**src/rtl/acl2_sample_display_if.sv**
```systemverilog
// Bundle between the sample source/operator side and the display block.
// master drives samples and axis select; slave returns display state.
interface acl2_sample_display_if;
  logic [7:0] BYTE_DATA;
  logic       BYTE_VALID;
  logic [1:0] AXIS_TAG;
  logic [1:0] DISPLAY_AXIS;
  logic [6:0] SEG;
  logic [3:0] AN;
  logic [2:0] AXIS_LED;
  logic       BUSY;
  logic       OVERRUN;

  modport master (
    output BYTE_DATA, BYTE_VALID,
    output AXIS_TAG, DISPLAY_AXIS,
    input  SEG, AN, AXIS_LED,
    input  BUSY, OVERRUN
  );

  modport slave (
    input  BYTE_DATA, BYTE_VALID,
    input  AXIS_TAG, DISPLAY_AXIS,
    output SEG, AN, AXIS_LED,
    output BUSY, OVERRUN
  );
endinterface

```
**src/rtl/acl2_sample_display.sv**
```systemverilog
// Filters one accelerometer axis, converts to sign+3 BCD digits
// (bit-serial double-dabble) and scans a 4-digit active-low display.
// Ports: CLK, RST_N (async low), bus (slave modport: sample in,
// SEG/AN/AXIS_LED/BUSY/OVERRUN out).
module acl2_sample_display #(
  parameter int unsigned REFRESH_DIV = 100000
) (
  input logic CLK,
  input logic RST_N,
  acl2_sample_display_if.slave bus
);

  localparam int CW = $clog2(REFRESH_DIV);
  localparam logic [CW-1:0] RMAX = CW'(REFRESH_DIV - 1);

  localparam logic [1:0] S_IDLE   = 2'd0;
  localparam logic [1:0] S_CONV   = 2'd1;
  localparam logic [1:0] S_COMMIT = 2'd2;

  localparam logic [6:0] SEG_BLANK = 7'b1111111;
  localparam logic [6:0] SEG_MINUS = 7'b0111111;

  logic [1:0]    state_q, state_d;
  logic          sign_q, sign_d;
  logic [7:0]    mag_q, mag_d;
  logic [1:0]    tag_q, tag_d;
  logic [11:0]   bcd_q, bcd_d;
  logic [2:0]    cnt_q, cnt_d;
  logic          ovr_q, ovr_d;
  logic          dsign_q, dsign_d;
  logic [3:0]    dh_q, dh_d;
  logic [3:0]    dt_q, dt_d;
  logic [3:0]    do_q, do_d;
  logic [2:0]    led_q, led_d;
  logic [CW-1:0] ref_q, ref_d;
  logic [1:0]    idx_q, idx_d;

  logic          accept;
  logic [11:0]   adj;
  logic [19:0]   sh;

  function automatic logic [3:0] dd(
    input logic [3:0] n
  );
    return (n >= 4'd5) ? n + 4'd3 : n;
  endfunction

  function automatic logic [6:0] seg7(
    input logic [3:0] d
  );
    logic [6:0] s;
    unique case (d)
      4'd0:    s = 7'b1000000;
      4'd1:    s = 7'b1111001;
      4'd2:    s = 7'b0100100;
      4'd3:    s = 7'b0110000;
      4'd4:    s = 7'b0011001;
      4'd5:    s = 7'b0010010;
      4'd6:    s = 7'b0000010;
      4'd7:    s = 7'b1111000;
      4'd8:    s = 7'b0000000;
      4'd9:    s = 7'b0010000;
      default: s = SEG_BLANK;
    endcase
    return s;
  endfunction

  assign accept = bus.BYTE_VALID
               && (bus.AXIS_TAG == bus.DISPLAY_AXIS)
               && (bus.AXIS_TAG != 2'd3);

  assign adj = {dd(bcd_q[11:8]), dd(bcd_q[7:4]),
                dd(bcd_q[3:0])};
  assign sh  = {adj, mag_q} << 1;

  always_comb begin
    state_d = state_q;
    sign_d  = sign_q;
    mag_d   = mag_q;
    tag_d   = tag_q;
    bcd_d   = bcd_q;
    cnt_d   = cnt_q;
    dsign_d = dsign_q;
    dh_d    = dh_q;
    dt_d    = dt_q;
    do_d    = do_q;
    led_d   = led_q;
    // Any accepted byte arriving outside IDLE is lost.
    ovr_d   = ovr_q | (accept && (state_q != S_IDLE));
    unique case (state_q)
      S_IDLE: begin
        if (accept) begin
          sign_d  = bus.BYTE_DATA[7];
          mag_d   = bus.BYTE_DATA[7]
                  ? (~bus.BYTE_DATA + 8'd1)
                  : bus.BYTE_DATA;
          tag_d   = bus.AXIS_TAG;
          bcd_d   = '0;
          cnt_d   = 3'd7;
          state_d = S_CONV;
        end
      end
      S_CONV: begin
        bcd_d = sh[19:8];
        mag_d = sh[7:0];
        cnt_d = cnt_q - 3'd1;
        if (cnt_q == 3'd0) state_d = S_COMMIT;
      end
      S_COMMIT: begin
        dsign_d = sign_q;
        dh_d    = bcd_q[11:8];
        dt_d    = bcd_q[7:4];
        do_d    = bcd_q[3:0];
        led_d   = 3'(1 << tag_q);
        state_d = S_IDLE;
      end
      default: state_d = S_IDLE;
    endcase
  end

  always_comb begin
    ref_d = ref_q + 1'b1;
    idx_d = idx_q;
    if (ref_q == RMAX) begin
      ref_d = '0;
      idx_d = idx_q + 2'd1;
    end
  end

  always_ff @(posedge CLK or negedge RST_N) begin
    if (!RST_N) begin
      state_q <= S_IDLE;
      sign_q  <= 1'b0;
      mag_q   <= '0;
      tag_q   <= '0;
      bcd_q   <= '0;
      cnt_q   <= '0;
      ovr_q   <= 1'b0;
      dsign_q <= 1'b0;
      dh_q    <= '0;
      dt_q    <= '0;
      do_q    <= '0;
      led_q   <= '0;
      ref_q   <= '0;
      idx_q   <= '0;
    end else begin
      state_q <= state_d;
      sign_q  <= sign_d;
      mag_q   <= mag_d;
      tag_q   <= tag_d;
      bcd_q   <= bcd_d;
      cnt_q   <= cnt_d;
      ovr_q   <= ovr_d;
      dsign_q <= dsign_d;
      dh_q    <= dh_d;
      dt_q    <= dt_d;
      do_q    <= do_d;
      led_q   <= led_d;
      ref_q   <= ref_d;
      idx_q   <= idx_d;
    end
  end

  // Digit mux is purely combinational so AN and SEG switch together.
  always_comb begin
    bus.SEG = SEG_BLANK;
    unique case (idx_q)
      2'd0: bus.SEG = seg7(do_q);
      2'd1: bus.SEG = (dh_q == 4'd0 && dt_q == 4'd0)
                    ? SEG_BLANK : seg7(dt_q);
      2'd2: bus.SEG = (dh_q == 4'd0)
                    ? SEG_BLANK : seg7(dh_q);
      2'd3: bus.SEG = dsign_q ? SEG_MINUS : SEG_BLANK;
      default: bus.SEG = SEG_BLANK;
    endcase
  end

  assign bus.AN       = ~(4'b0001 << idx_q);
  assign bus.AXIS_LED = led_q;
  assign bus.BUSY     = (state_q != S_IDLE);
  assign bus.OVERRUN  = ovr_q;

endmodule

```
**src/flat_wrapper.sv**
```systemverilog
// flat-port wrapper written by rule: the top's interface ports become plain ports
module acl2_sample_display_flat 
#(
  parameter int unsigned REFRESH_DIV = 100000
)
  (CLK, RST_N, bus_BYTE_DATA, bus_BYTE_VALID, bus_AXIS_TAG, bus_DISPLAY_AXIS, bus_SEG, bus_AN, bus_AXIS_LED, bus_BUSY, bus_OVERRUN);
  acl2_sample_display_if bus_i ();
  input logic CLK;
  input logic RST_N;
  input wire logic [$bits(bus_i.BYTE_DATA)-1:0] bus_BYTE_DATA;
  input wire logic [$bits(bus_i.BYTE_VALID)-1:0] bus_BYTE_VALID;
  input wire logic [$bits(bus_i.AXIS_TAG)-1:0] bus_AXIS_TAG;
  input wire logic [$bits(bus_i.DISPLAY_AXIS)-1:0] bus_DISPLAY_AXIS;
  output wire logic [$bits(bus_i.SEG)-1:0] bus_SEG;
  output wire logic [$bits(bus_i.AN)-1:0] bus_AN;
  output wire logic [$bits(bus_i.AXIS_LED)-1:0] bus_AXIS_LED;
  output wire logic [$bits(bus_i.BUSY)-1:0] bus_BUSY;
  output wire logic [$bits(bus_i.OVERRUN)-1:0] bus_OVERRUN;
  assign bus_i.BYTE_DATA = bus_BYTE_DATA;
  assign bus_i.BYTE_VALID = bus_BYTE_VALID;
  assign bus_i.AXIS_TAG = bus_AXIS_TAG;
  assign bus_i.DISPLAY_AXIS = bus_DISPLAY_AXIS;
  assign bus_SEG = bus_i.SEG;
  assign bus_AN = bus_i.AN;
  assign bus_AXIS_LED = bus_i.AXIS_LED;
  assign bus_BUSY = bus_i.BUSY;
  assign bus_OVERRUN = bus_i.OVERRUN;
  acl2_sample_display #(.REFRESH_DIV(REFRESH_DIV)) u_core (.CLK(CLK), .RST_N(RST_N), .bus(bus_i));
endmodule
```
**config.mk**
```make
export PLATFORM = sky130hd
export DESIGN_NAME = acl2_sample_display_flat
export DESIGN_NICKNAME = d
export VERILOG_FILES = /design/src/rtl/acl2_sample_display_if.sv /design/src/rtl/acl2_sample_display.sv /design/src/flat_wrapper.sv
export SDC_FILE = /design/constraint.sdc
export NUM_CORES = 1
export LEC_CHECK = 0
export CORE_ASPECT_RATIO = 1.25
export CORE_MARGIN = 10
export CORE_UTILIZATION = 63
export DETAILED_ROUTE_END_ITERATION = 10
export PLACE_DENSITY = 0.85
export SYNTH_ARGS = -nofsm -noshare
export SYNTH_HDL_FRONTEND = slang
export SYNTH_SLANG_ARGS = --single-unit
```
**constraint.sdc**
```tcl
create_clock -name CLK -period 3.8 [get_ports CLK]
set_input_delay 0.76 -clock CLK [delete_from_list [all_inputs] [get_ports CLK]]
set_output_delay 0.76 -clock CLK [all_outputs]
set_load 0.05 [all_outputs]
```
* Word level (Yosys, flattened, before mapping)
Memory sizes are Yosys's and may differ from the RTL's.
Index checks and enable logic that the tools add are counted.
Widths: inputs -> output; s select.
** Cells by class
- Add/sub/neg operators :: 7
- Magnitude comparators :: 3
- Eq/ne operators :: 10
- Shift-type cells :: 2
- Muxes and demuxes :: 18
- Bitwise logic cells :: 3
- Reductions and logical operators :: 14
** Operators by type and width (count)
- $pmux 7 s4 :: 1
- $pmux 12 s2 :: 1
- $mux 7 :: 3
- $add 17x1->17 const B :: 1
- $eq 17x17->1 const B :: 1
- $mux 17 :: 1
- $mux 8 :: 2
- $pmux 8 s2 :: 1
- $ge 4x3->1 const B :: 3
- $mux 12 :: 1
- $add 4x2->4 const B :: 2
- $add 8x1->8 const B :: 1
- $logic_not 4->1 :: 2
- $mux 4 :: 2
- $not 8->8 :: 1
- $eq 2x2->1 const B :: 3
- $mux 3 :: 2
- $pmux 3 s2 :: 1
- $reduce_and 2->1 :: 3
- $eq 2x1->1 const B :: 2
- $logic_and 1x1->1 :: 4
- $logic_not 2->1 :: 2
- $mux 2 :: 2
- $ne 2x1->1 const B :: 2
- other kinds (12) :: 13
** Word-level totals
- Register bits :: 64
- Memory bits (read-only) :: 336
- Logic and storage cells :: 74
- Memories kept :: 3
** Memory list
- (no name shown) :: depth 16, width 7, rd ports 1, clocked after Yosys merged registers in 0, wr ports 0, line acl2_sample_display.sv:52 : unique case (d)
- (no name shown) :: depth 16, width 7, rd ports 1, clocked after Yosys merged registers in 0, wr ports 0, line acl2_sample_display.sv:52
- (no name shown) :: depth 16, width 7, rd ports 1, clocked after Yosys merged registers in 0, wr ports 0, line acl2_sample_display.sv:52

* Logic depth before layout (Yosys ltp)
- Depth after elaboration :: 5
- Depth in mapped cells :: 6
- Depth with buffers taken out :: 6

* Worst setup path after synthesis
No wires, ideal clock.
- Path type :: reg-to-output
- From :: register u_core.idx_q[0]
- To :: output port bus_SEG[5]
- Data arrival time :: 2192 ps
- Required time :: 3040 ps
- Path slack :: 848 ps
- Cell stages (with the launch flop) :: 7
- Buffers on the path :: 0
- Cells stage by stage :: dfrtp_1 -> inv_1 -> ha_1 -> inv_1 -> a21oi_1 -> nand3_1 -> a32oi_1
** Between the ends
- Word-level cells in the longest chain between the ends :: 2
** Ends and longest elaborated chain
- start, declared :: line acl2_sample_display.sv:36 : logic [1:0] idx_q, idx_d;
- start signal, assigned :: line acl2_sample_display.sv:160 : idx_q <= idx_d;
- $eq 2x2->1 (tied with other cells) :: line acl2_sample_display.sv:167 : unique case (idx_q)
- $pmux 7 s4 (*) :: line acl2_sample_display.sv:167
- end, declared :: line flat_wrapper.sv:14 : output wire logic [$bits(bus_i.SEG)-1:0] bus_SEG;
Mark *: on every way between the ends. The rest lies on a longest branch, timed or not.

* Worst setup path in the final report
- From :: register u_core.dh_q[1]
- To :: output port bus_SEG[0]
** Between the ends
- Word-level cells in the longest chain between the ends :: 4
** Ends and longest elaborated chain
- start, declared :: line acl2_sample_display.sv:31 : logic [3:0] dh_q, dh_d;
- start signal, assigned :: line acl2_sample_display.sv:155 : dh_q <= dh_d;
- branches (longest 3 deep; another with $mem_v2 16x7)
- $pmux 7 s4 (*) :: line acl2_sample_display.sv:167
Mark *: on every way between the ends.

==> flow_metrics.tcl <==
set metrics [dict create \
    run_status "complete, no violations" \
    grt_max_degree 36 \
    htreeDepth 3 \
    slew_headroom_pct 46.00 \
    synth_ff_type "dfrtp_1" \
    synth-xor-area-share_pct 6.314 \
    syn_nets 467 \
    synth_mux_area_share_pct 2.287 \
    overflow 0 \
    cp_top_family "buffers and inverters" \
    cts_buffers 9 \
    clk_pin_slew_ns 0.07 \
    clk_latency_ns 0.35 \
    rsz0062_at_grt "false" \
    cp_cell_sequence "inv_1, ha_1, nand2_1, nor4_2, a21boi_1, a32oi_1, clkdlybuf4s50_1" \
    r2r_end "u_core.idx_q[1]$_DFFE_PN0N_" \
    nets 495 \
    wirelength_um 8069 \
    cp-end-kind "output port" \
    initial_core_util_pct 65.87 \
    die_y_um 107.8 \
    crit_arrival_ns 2.74 \
    grt_pass1_vias 3081 \
    core-area_sq_um 5896 \
    synth_top_cells_by_count "dfrtp_1, nand2_1, inv_1, o21ai_0, ha_1" \
    r2r_slack_ns 1.68 \
    synth_top_area_cell "dfrtp_1" \
    synth_top_family_by_area "simple AND/OR/NAND/NOR gates" \
    finalMaxSlewViolations 0 \
    power_mw 3.203 \
    finalCritPeriodShare_pct 92.19 \
    grtUsageTotal_pct 17.04 \
    hold_path_class "reg -> reg" \
    synth_edf_count 0 \
    finish.utilization_pct 75.21 \
    setup_tns_ns 0 \
    cts_buffer_depth 2 \
    min_to "u_core.bus.OVERRUN$_DFF_PN0_" \
    cp.required_ns 3.04 \
    yosys.area_share.simple_pct 18.36 \
    fin_skew_ns 0.01040 \
    path_class "reg -> out" \
    ctsResizeCount 0 \
    ant_nets 0 \
    place_hpwl_um 5903 \
    die_w_um 90.23 \
    antenna_found_initial 0 \
    r2r-start "u_core.ref_q[13]$_DFF_PN0_" \
    synth_area_leaders "dfrtp_1, ha_1, nand2_1" \
    drc 0 \
    hold_violations 0 \
    cts_tree "done" \
    avgSynthCellArea_sq_um 9.203 \
    power.density_nw_per_um2 722.2 \
    yosysMostFrequentCell "dfrtp_1" \
    area_delta_synth_final_pct 14.18 \
    synth-adder-area-share_pct 9.665 \
    yosys_warnings 0 \
    first_pass_iters 4 \
    crit_buf_inv 2 \
    cts_setup_buffers 0 \
    place_congestion 0.8814 \
    crit_path_start_kind "flop" \
    synth_area_sq_um 3884 \
    fmax_ghz 0.2854 \
    synthDistinctLibCells 52 \
    synth_top_area_share_pct 41.24 \
    postSynthCellCount 422 \
    numPortBuffers 30 \
    wire_per_inst_um 15.03 \
    cap_violations 0 \
    fin_area_sq_um 4434 \
    ys_ff_latch 64 \
    io_pins 31 \
    dieArea_sq_um 9725 \
    ys_seq_area_share_pct 41.24 \
    critPathMaxStageDelay_ns 0.83 \
    finalNonFillerCells 537 \
    peakVddDrop_mv 0.5583 \
    cts_root_buffer "clkbuf_8" \
    rows 31 \
    dr.first_iter.drc_count 191 \
    leakagePower_nw 1.921 \
    dpl.cell_count 521 \
    min_path_cells 1 \
    viasPerCell 5.818 \
    n_antenna_cell 0 \
    worstMarginPinSlew_ns 0.8100 \
    cp_max_fo 7 \
    grt_pass1_wl_um 13790 \
    setup_viol 0 \
    post-route-min-period_ns 3.503 \
    worstHoldStart "u_core.bus.OVERRUN$_DFF_PN0_" \
    critPathLaunch "u_core.dh_q[1]$_DFFE_PN0N_" \
    hold_buffers 0 \
    dpl_cell_area_sq_um 4237 \
    synth_compound_area_share_pct 17.01 \
    vias 3124 \
    r2r_cells 4 \
    crit_slowest_cell "clkdlybuf4s50_1" \
    async_reset_ff_share_pct 100.0 \
    drive_above_1_share_pct 7.253 \
    cts_sinks 64 \
]
## worst max-delay path by stage
stage,to,cells after the start
6_report,bus_SEG[0],7
5_1_grt,bus_SEG[0],7
4_1_cts,bus_SEG[0],7
3_5_place_dp,bus_SEG[0],7
3_3_place_gp,bus_SEG[0],5
2_1_floorplan,bus_SEG[5],6
## metal layers
| metal | GRT usage [%] | vias to the layer above | part of all wire [%] |
|---|---|---|---|
| met2 | 29.47 | 86 | 50 |
| met1 | 19.21 | 1484 | 42 |
| met5 | 0 | - | 0 |
| met3 | 4.047 | 19 | 5.2 |
| li1 | - | 1535 | - |
| met4 | 8.884 | 0 | 2.4 |
## layout by cell type (no fill, tap or decap), types with 4 or more instances in the layout
| cell type | instances |
|---|---|
| dfrtp_1 | 64 |
| nand2_1 | 58 |
| inv_1 | 33 |
| o21ai_0 | 31 |
| ha_1 | 30 |
| clkdlybuf4s50_1 | 29 |
| nor2_1 | 24 |
| xnor2_1 | 22 |
| a21oi_1 | 13 |
| nor2b_1 | 12 |
| clkbuf_8 | 10 |
| nand3_1 | 9 |
| nand2b_1 | 8 |
| a32oi_1 | 7 |
| nor3_1 | 7 |
| o22ai_1 | 6 |
| xor2_1 | 6 |
| mux2_2 | 6 |
| o211ai_1 | 5 |
| nand4_1 | 5 |
| nor4b_1 | 4 |
| o31ai_1 | 4 |
| a22o_1 | 4 |
| a222oi_1 | 4 |
| buf_4 | 4 |
## power breakdown
group / total, mW / switching, mW / leakage [nW] / internal, mW
logic: 1.51 / 0.915 / 0.991 / 0.600
registers: 1.11 / 0.233 / 0.830 / 0.873
clock network: 0.582 / 0.262 / 0.0993 / 0.319
total: 3.20 / 1.41 / 1.92 / 1.79
## logic make-up (layout without fill, tap and decap cells)
| group | count (synthesis) | after routing |
|---|---|---|
| and+or+nand+nor | 144 | 144 |
| AOI/OAI and AO/OA | 98 | 98 |
| DFF | 64 | 64 |
| buffers and inverters | 50 | 83 |
| adders and majority gates | 30 | 30 |
| xor gates and xnor gates | 28 | 28 |
| muxes | 8 | 8 |
## state kept, by name (all words and copies together) (netlist names)
signal               count
u_core.sign_q            1
u_core.bcd_q            12
u_core.cnt_q             3
u_core.idx_q             2
u_core.state_q           2
u_core.do_q              4
u_core.dsign_q           1
u_core.dh_q              4
u_core.bus.AXIS_LED      3
u_core.ref_q            17
u_core.bus.OVERRUN       1
u_core.mag_q             8
u_core.dt_q              4
u_core.tag_q             2
## layout make-up
type | count | area, sq um
clock buffer | 11 | 141.4
clock inverter | 5 | 56.30
fill | 443 | 1461
inverter | 33 | 123.9
multi-input combinational | 308 | 2083
sequential | 64 | 1602
tap | 82 | 102.6
timing repair buffer | 34 | 325.3
## through the flow
stage	hold WS (ns)	setup slack (ns)
2_1_floorplan	0.4444	0.8477
3_3_place_gp	0.4395	0.7409
3_5_place_dp	0.4508	0.6707
4_1_cts	0.4710	0.2867
5_1_grt	0.4937	0.05917
6_report	0.4684	0.2967
No activity file was read; power rests on OpenSTA's default activity.
